--- config.mk ---
export PLATFORM = sky130hd
export DESIGN_NAME = dct_transpose_buffer
export DESIGN_NICKNAME = d
export VERILOG_FILES = /design/src/rtl/dct_pkg.sv /design/src/rtl/transpose_bank.sv /design/src/rtl/dct_transpose_buffer.sv
export SDC_FILE = /design/constraint.sdc
export NUM_CORES = 1
export LEC_CHECK = 0
export CORE_MARGIN = 1
export CORE_UTILIZATION = 55
export CTS_CLUSTER_DIAMETER = 100
export DETAILED_ROUTE_END_ITERATION = 6
export HOLD_SLACK_MARGIN = 0.06
export PLACE_DENSITY_LB_ADDON = 0.1
export SLEW_MARGIN = 20
export SYNTH_ARGS = -nofsm -noshare
export SYNTH_HDL_FRONTEND = slang
export SYNTH_HIERARCHICAL = 1
export SYNTH_SLANG_ARGS = --single-unit
--- constraint.sdc ---
create_clock -name clk -period 30.2 [get_ports clk]
set_input_delay 6.04 -clock clk [delete_from_list [all_inputs] [get_ports clk]]
set_output_delay 6.04 -clock clk [all_outputs]
set_load 0.01 [all_outputs]
--- src/rtl/dct_pkg.sv ---
// Shared coefficient types and bus pack/unpack helpers for the 2-D DCT transpose path.
package dct_pkg;
  localparam int DCT_DW = 10;
  localparam int DCT_N  = 8;

  typedef logic signed [DCT_DW-1:0] coef_t;
  typedef coef_t [DCT_N-1:0]        vec_t;

  function automatic vec_t unpack_vec(input logic [DCT_N*DCT_DW-1:0] bus);
    vec_t v;
    for (int k = 0; k < DCT_N; k++) v[k] = coef_t'(bus[k*DCT_DW +: DCT_DW]);
    return v;
  endfunction

  function automatic logic [DCT_N*DCT_DW-1:0] pack_vec(input vec_t v);
    logic [DCT_N*DCT_DW-1:0] bus;
    for (int k = 0; k < DCT_N; k++) bus[k*DCT_DW +: DCT_DW] = v[k];
    return bus;
  endfunction
endpackage

--- src/rtl/transpose_bank.sv ---
// One 8x8 coefficient store: rows written whole, columns read through a combinational mux.
module transpose_bank
  import dct_pkg::*;
(
  input  logic       clk,
  input  logic       rst,
  input  logic       we,
  input  logic [2:0] wr_row,
  input  vec_t       wr_data,
  input  logic [2:0] rd_col,
  output vec_t       rd_data
);

  vec_t mem [DCT_N];

  always_ff @(posedge clk or posedge rst) begin
    if (rst) begin
      for (int r = 0; r < DCT_N; r++) mem[r] <= '0;
    end else if (we) begin
      mem[wr_row] <= wr_data;
    end
  end

  always_comb begin
    rd_data = '0;
    for (int k = 0; k < DCT_N; k++) rd_data[k] = mem[k][rd_col];
  end

endmodule

--- src/rtl/dct_transpose_buffer.sv ---
// Row-in / column-out 8x8 transpose buffer between the two 1-D DCT passes.
// Define DCT_TRANSPOSE_PINGPONG_EN for two banks (fill overlaps drain); default is one bank.
module dct_transpose_buffer
  import dct_pkg::*;
#(
  parameter int DW = DCT_DW,
  parameter int N  = DCT_N
) (
  input  logic          clk,
  input  logic          rst,
  input  logic          in_valid,
  output logic          in_ready,
  input  logic [N*DW-1:0] in_row,
  output logic          out_valid,
  input  logic          out_ready,
  output logic [N*DW-1:0] out_col,
  output logic [2:0]    out_col_idx,
  output logic          out_last
);

`ifdef DCT_TRANSPOSE_PINGPONG_EN
  localparam int NB = 2;
`else
  localparam int NB = 1;
`endif

  logic [1:0] full;
  logic [2:0] wr_row;
  logic [2:0] rd_col;
  logic       wr_bank;
  logic       rd_bank;
  logic       wr_fire;
  logic       rd_fire;
  vec_t       wr_vec;
  vec_t       rd_vec [2];

  assign in_ready    = !full[wr_bank];
  assign out_valid   = full[rd_bank];
  assign wr_fire     = in_valid && in_ready;
  assign rd_fire     = out_valid && out_ready;
  assign wr_vec      = unpack_vec(in_row);
  assign out_col     = pack_vec(rd_vec[rd_bank]);
  assign out_col_idx = rd_col;
  assign out_last    = out_valid && (rd_col == 3'd7);

  for (genvar b = 0; b < 2; b++) begin : g_bank
    if (b < NB) begin : g_mem
      transpose_bank u_bank (
        .clk     (clk),
        .rst     (rst),
        .we      (wr_fire && (wr_bank == 1'(b))),
        .wr_row  (wr_row),
        .wr_data (wr_vec),
        .rd_col  (rd_col),
        .rd_data (rd_vec[b])
      );
    end else begin : g_none
      assign rd_vec[b] = '0;
    end
  end

`ifdef DCT_TRANSPOSE_PINGPONG_EN
  always_ff @(posedge clk or posedge rst) begin
    if (rst) begin
      wr_bank <= 1'b0;
      rd_bank <= 1'b0;
    end else begin
      if (wr_fire && wr_row == 3'd7) wr_bank <= ~wr_bank;
      if (rd_fire && rd_col == 3'd7) rd_bank <= ~rd_bank;
    end
  end
`else
  assign wr_bank = 1'b0;
  assign rd_bank = 1'b0;
`endif

  // Set and clear never target the same bank in one cycle: set needs it empty, clear needs it full.
  always_ff @(posedge clk or posedge rst) begin
    if (rst) begin
      full   <= '0;
      wr_row <= '0;
      rd_col <= '0;
    end else begin
      if (wr_fire) begin
        wr_row <= wr_row + 3'd1;
        if (wr_row == 3'd7) full[wr_bank] <= 1'b1;
      end
      if (rd_fire) begin
        rd_col <= rd_col + 3'd1;
        if (rd_col == 3'd7) full[rd_bank] <= 1'b0;
      end
    end
  end

endmodule

After elaboration in Yosys (flattened, before gate mapping) --
Cells that the tools add are included.
Storage, ports and cells: flip-flop bits (word level) 648, input port bits 84, output and inout port bits 86, logic and storage cells 103
Operators by class: $add $sub $neg 2, order comparisons 3, equal/unequal tests 2, muxes and demuxes 23, bitwise gates (word level) 1, reduce and logical (&&, ||, !) cells 5
Operator list (count):
- bitwise mux 640 bit | 1
- binary-select mux 10 bit (select 3 bit) | 8
- demux 80 bit (select 3 bit) | 1
- 2-to-1 mux 10 bit | 8
- 2-to-1 mux 80 bit | 1
- adder 3 x 1 -> 3 bit, second input constant | 2
- == test 3 bit, second input constant | 2
- greater-or-equal comparator 4 bit, second input constant | 1
- logical AND 1 bit | 4
- less-than comparator 3 x 4 -> 1 bit, second input constant | 1
- less-than comparator 4 x 1 -> 1 bit, second input constant | 1
- 2-to-1 mux 1 bit | 4
- inverter 3 -> 4 bit | 1
- logical NOT 1 bit | 1

Logic depth before layout (Yosys ltp) --
depth in word-level cells 6, depth in mapped cells 7, depth with buffers taken out 4

Cells and area by module --
Netlist, hierarchy kept.
By module, submodules not included:
- transpose_bank | instances 1, cells an instance 1645, area each 28452.3 µm², seq. area each 16015.4 µm²
- dct_transpose_buffer | instances 1, cells an instance 25, area each 351.6 µm², seq. area each 175.2 µm²

Least setup slack after synthesis --
No wires, ideal clock.
path kind reg2out, start register rd_col[0], in the netlist out_col_idx[0], end output port out_col[58], arrival 1780 ps, required time 24160 ps, setup slack 22380 ps, cell stages (with the launch flop) 5, buffers on the path 2, cell sequence dfrtp_1 -> buf_2 -> clkbuf_1 -> mux4_2 -> mux2_2
On the way: cells in the longest elaborated chain, start to end 2
Ends and longest elaborated chain:
- from (decl) | RTL line dct_transpose_buffer.sv:29 | logic [2:0] rd_col;
- from (signal assigned) | RTL line dct_transpose_buffer.sv:89 | rd_col <= rd_col + 3'd1;
- binary-select mux 10 bit (select 3 bit) | RTL line transpose_bank.sv:26 | for (int k = 0; k < DCT_N; k++) rd_data[k] = mem[k][rd_col];
- 2-to-1 mux 10 bit (not written as such) | RTL line transpose_bank.sv:26
- to (decl) | RTL line dct_transpose_buffer.sv:16 | output logic [N*DW-1:0] out_col,
Every way passes these cells. The select of a mux whose other input is x is not followed.

Worst setup path in the final report --
start register rd_col[0], in the netlist out_col_idx[0], end output port out_col[4]
Same word-level chain as after synthesis.

==> impl_results.md <==
- Status: complete, no violations
- Hold Path Sink: g_bank[0].g_mem.u_bank/mem[560]$_DFFE_PP0P_
- Number of global-route vias before repair: between 15000 and 20000
- Worst IR Drop VDD: 0.1049 mV
- Worst path required time: 24160 ps
- Worst R2R Path Depth: 5
- Die extent in x: 230.8 um
- Initial Util: between 50% and 60%
- CTS root buf: clkbuf_16
- Core area: just over 50000 um2
- DRC: 0
- WHS: 486.9 ps
- Hold path cells: 1
- Count of state elements after synthesis: 647
- Vert. Die Dim: 230.8 um
- # port buffers: 169
- Clk slew on worst S/H paths: 60 ps
- Met3 WL: about 4.0 mm
- Worst-Skew Late Latency: 590 ps
- Leakage: between 10 and 15 nW
- Reg-to-Reg Start: full[0]$_DFF_PP0_
- GR Util All Layers: 29.33%
- Syn nets: 1758
- Setup ws final: 19510 ps
- Post-route setup TNS: 0 ps
- Post-Syn Instances: 1670
- WL met1: around 33 mm
- Clock sinks: about 650
- # diodes: 0
- Commonest cells after routing, fill and taps aside: 712 x mux2_2, 644 x dfrtp_1, 169 x clkdlybuf4s50_1
- Vias: between 15000 and 20000
- Relative slew slack: about a quarter
- I/O pin cnt: 170
- Gr ovfl total: 0
- DRT iter0 DRCs: about 1100
- Startpoint types: register
- Placer Congestion: around 0.86
- Worst flop-to-flop path endpoint: g_bank[0].g_mem.u_bank/mem[468]$_DFFE_PP0P_
- Synth Area in XOR/XNOR: less than 1%
- WL final: 74.55 mm
- DP HPWL: between 40 and 50 mm
- Setup bufs post-CTS: 0
- Max cap viols: 0
- Fin crit share: ~35%
- Slew Viols, Final: 0
- Synth Area in Compound Gates: less than 1%
- Nets@finish: between 1500 and 2000
- FMAX: 93.51 MHz
- Kind of critical path: register to primary output
- Synth area leader: dfrtp_1
- Layout cells sized above 1: around 54%
- Post-CTS Hold Buffers: 0
- Simple-gate portion of the synthesized area: less than 1%
- Main combinational cell family by area after synthesis: multiplexers
- WL/cell: approximately 29 um
- Tmin final: 10690 ps
- Commonest non-fill, non-tap cell in the layout: mux2_2
- Post-Route Skew: 10.31 ps
- Critical path peak fanout: between 40 and 50
- Mean Syn Cell Area: 17.25 um2
- Sequential share of the synthesized area: between 50% and 60%
- Synth Warn #: 6
- Synth top area share: between 50% and 60%
- DR pass1 iterations: 5
- Antenna Nets Post-Route: 0
- Setup slack, reg-to-reg: ~27000 ps
- RSZ-0062 raised after global routing: no
- CTS tree: yes
- Post-cts resize count: 0
- Fillers: roughly 3700
- Met2 wire length: about 36 mm
- H-Tree Depth: 3
- Hold Path Class: register to register
- Initial antenna violation count: 10
- First-pass GRT wire length: 113.7 mm
- Highest metal layer with signal wires: met5
- Via-to-Cell Ratio: 6.213
- Yosys cell types: 21
- Worst path arrival time: 4650 ps
- DIE AREA: between 50000 and 60000 um2
- Maximum root-to-sink buffer count: 3
- Worst Min Path Start: g_bank[0].g_mem.u_bank/mem[560]$_DFFE_PP0P_
- Final setup fails: 0
- Critical Path End Type: primary output
- DP Worst Slack: 20040 ps
- Fin. Hold Viols: 0
- Area Overhead vs Synth: 15.68%
- TritonCTS buffer count: 69
- Mapped Area: between 20000 and 30000 um2
- Largest net degree at the start of global routing: roughly 190
- Pwr/cell area: 123.6 nW/um2
- Mux cell area share after synthesis: roughly two fifths
- Area contributors post-synth: dfrtp_1 56%, mux2_2 28%, mux4_2 13%, buf_2 1.6%, buf_6 0.43%
- Slew @ Worst Pin: 1107 ps
- Synthesized-area fraction occupied by adder cells: 0.1738%
- # rows: 83
[sequential cells by signal, indices dropped and copies added (netlist names)]
name / cells
g_bank.g_mem.u_bank/mem: 640
out_col_idx: 3
wr_row: 3
full: 1
[critical path, stage by stage (launching register included)]
cell             delay, ps
dfrtp_4                970
buf_4                  730
buf_4                  770
mux4_2                 650
mux2_2                 320
clkdlybuf4s50_1        500
[cells in the mapped netlist]
library cell and count:
nand4b_1 3, mux4_2 160, inv_1 4, buf_6 11, xnor2_1 2, ha_1 4
dfrtp_1 647, a21oi_1 2, buf_2 91, nand2b_4 1, nand2_2 1, nor4bb_1 3
buf_1 1, buf_4 1, and2_2 1, clkbuf_1 12, nor4b_4 1, nand4_1 1
mux2_4 4, mux2_2 712, mux2_1 8
[worst max-delay path by stage]
| stage | start | endpoint | slack, ps |
|---|---|---|---|
| CTS | out_col_idx[0]$_DFFE_PP0N_ | out_col[76] | 19380 |
| global placement | out_col_idx[0]$_DFFE_PP0N_ | out_col[76] | 20010 |
| global route | out_col_idx[0]$_DFFE_PP0N_ | out_col[43] | 19170 |
| finish | out_col_idx[0]$_DFFE_PP0N_ | out_col[4] | 19510 |
| detailed placement | out_col_idx[0]$_DFFE_PP0N_ | out_col[76] | 20040 |
| floorplan | rst | g_bank[0].g_mem.u_bank/mem[0]$_DFFE_PP0P_ | 6230 |
[area by class of cell]
cell class	count	area [um2]	share of cell area, %
timing repair buffer	191	1901	5.704
sequential	647	16200	48.62
clock inverter	13	196.4	0.5895
multi-input combinational	903	12010	36.04
inverter	4	22.52	0.06759
tap	680	850.8	2.553
clock buffer	106	2141	6.425
[per-layer routing]
metal,track usage [%],vias up
li1,-,6592
met1,42.65,8688
met2,46.53,417
met3,5.151,103
met4,6.374,6
met5,0,-
[per-stage QoR]
stage	instance area (um2)	utilization, %	cells	total power, mW
after floorplan	28800	-	1670	2.583
after global placement	30940	60.08	2424	3.220
after detailed placement	30940	60.08	2424	3.266
after CTS	33280	64.61	2543	4.150
after global routing	33320	64.69	2544	4.314
final	33320	64.69	2544	4.119
[where the power goes]
part | internal (mW) | leakage (nW) | switching, mW | total, mW
combinational | 1.02 | 5.12 | 0.685 | 1.70
sequential | 1.29 | 7.95 | 0.266 | 1.55
clock | 0.529 | 1.16 | 0.338 | 0.867
[logic make-up (layout without fill, tap and decap cells)]
logic type | Yosys count | count (layout)
AND/OR/NAND/NOR | 11 | 11
AO/OA/AOI/OAI | 2 | 2
buffers and inverters | 120 | 314
multiplexers | 884 | 884
flip-flops | 647 | 647
adder cells (fa/ha/maj) | 4 | 4
XOR/XNOR | 2 | 2
Power figures use the tool's default switching activity.
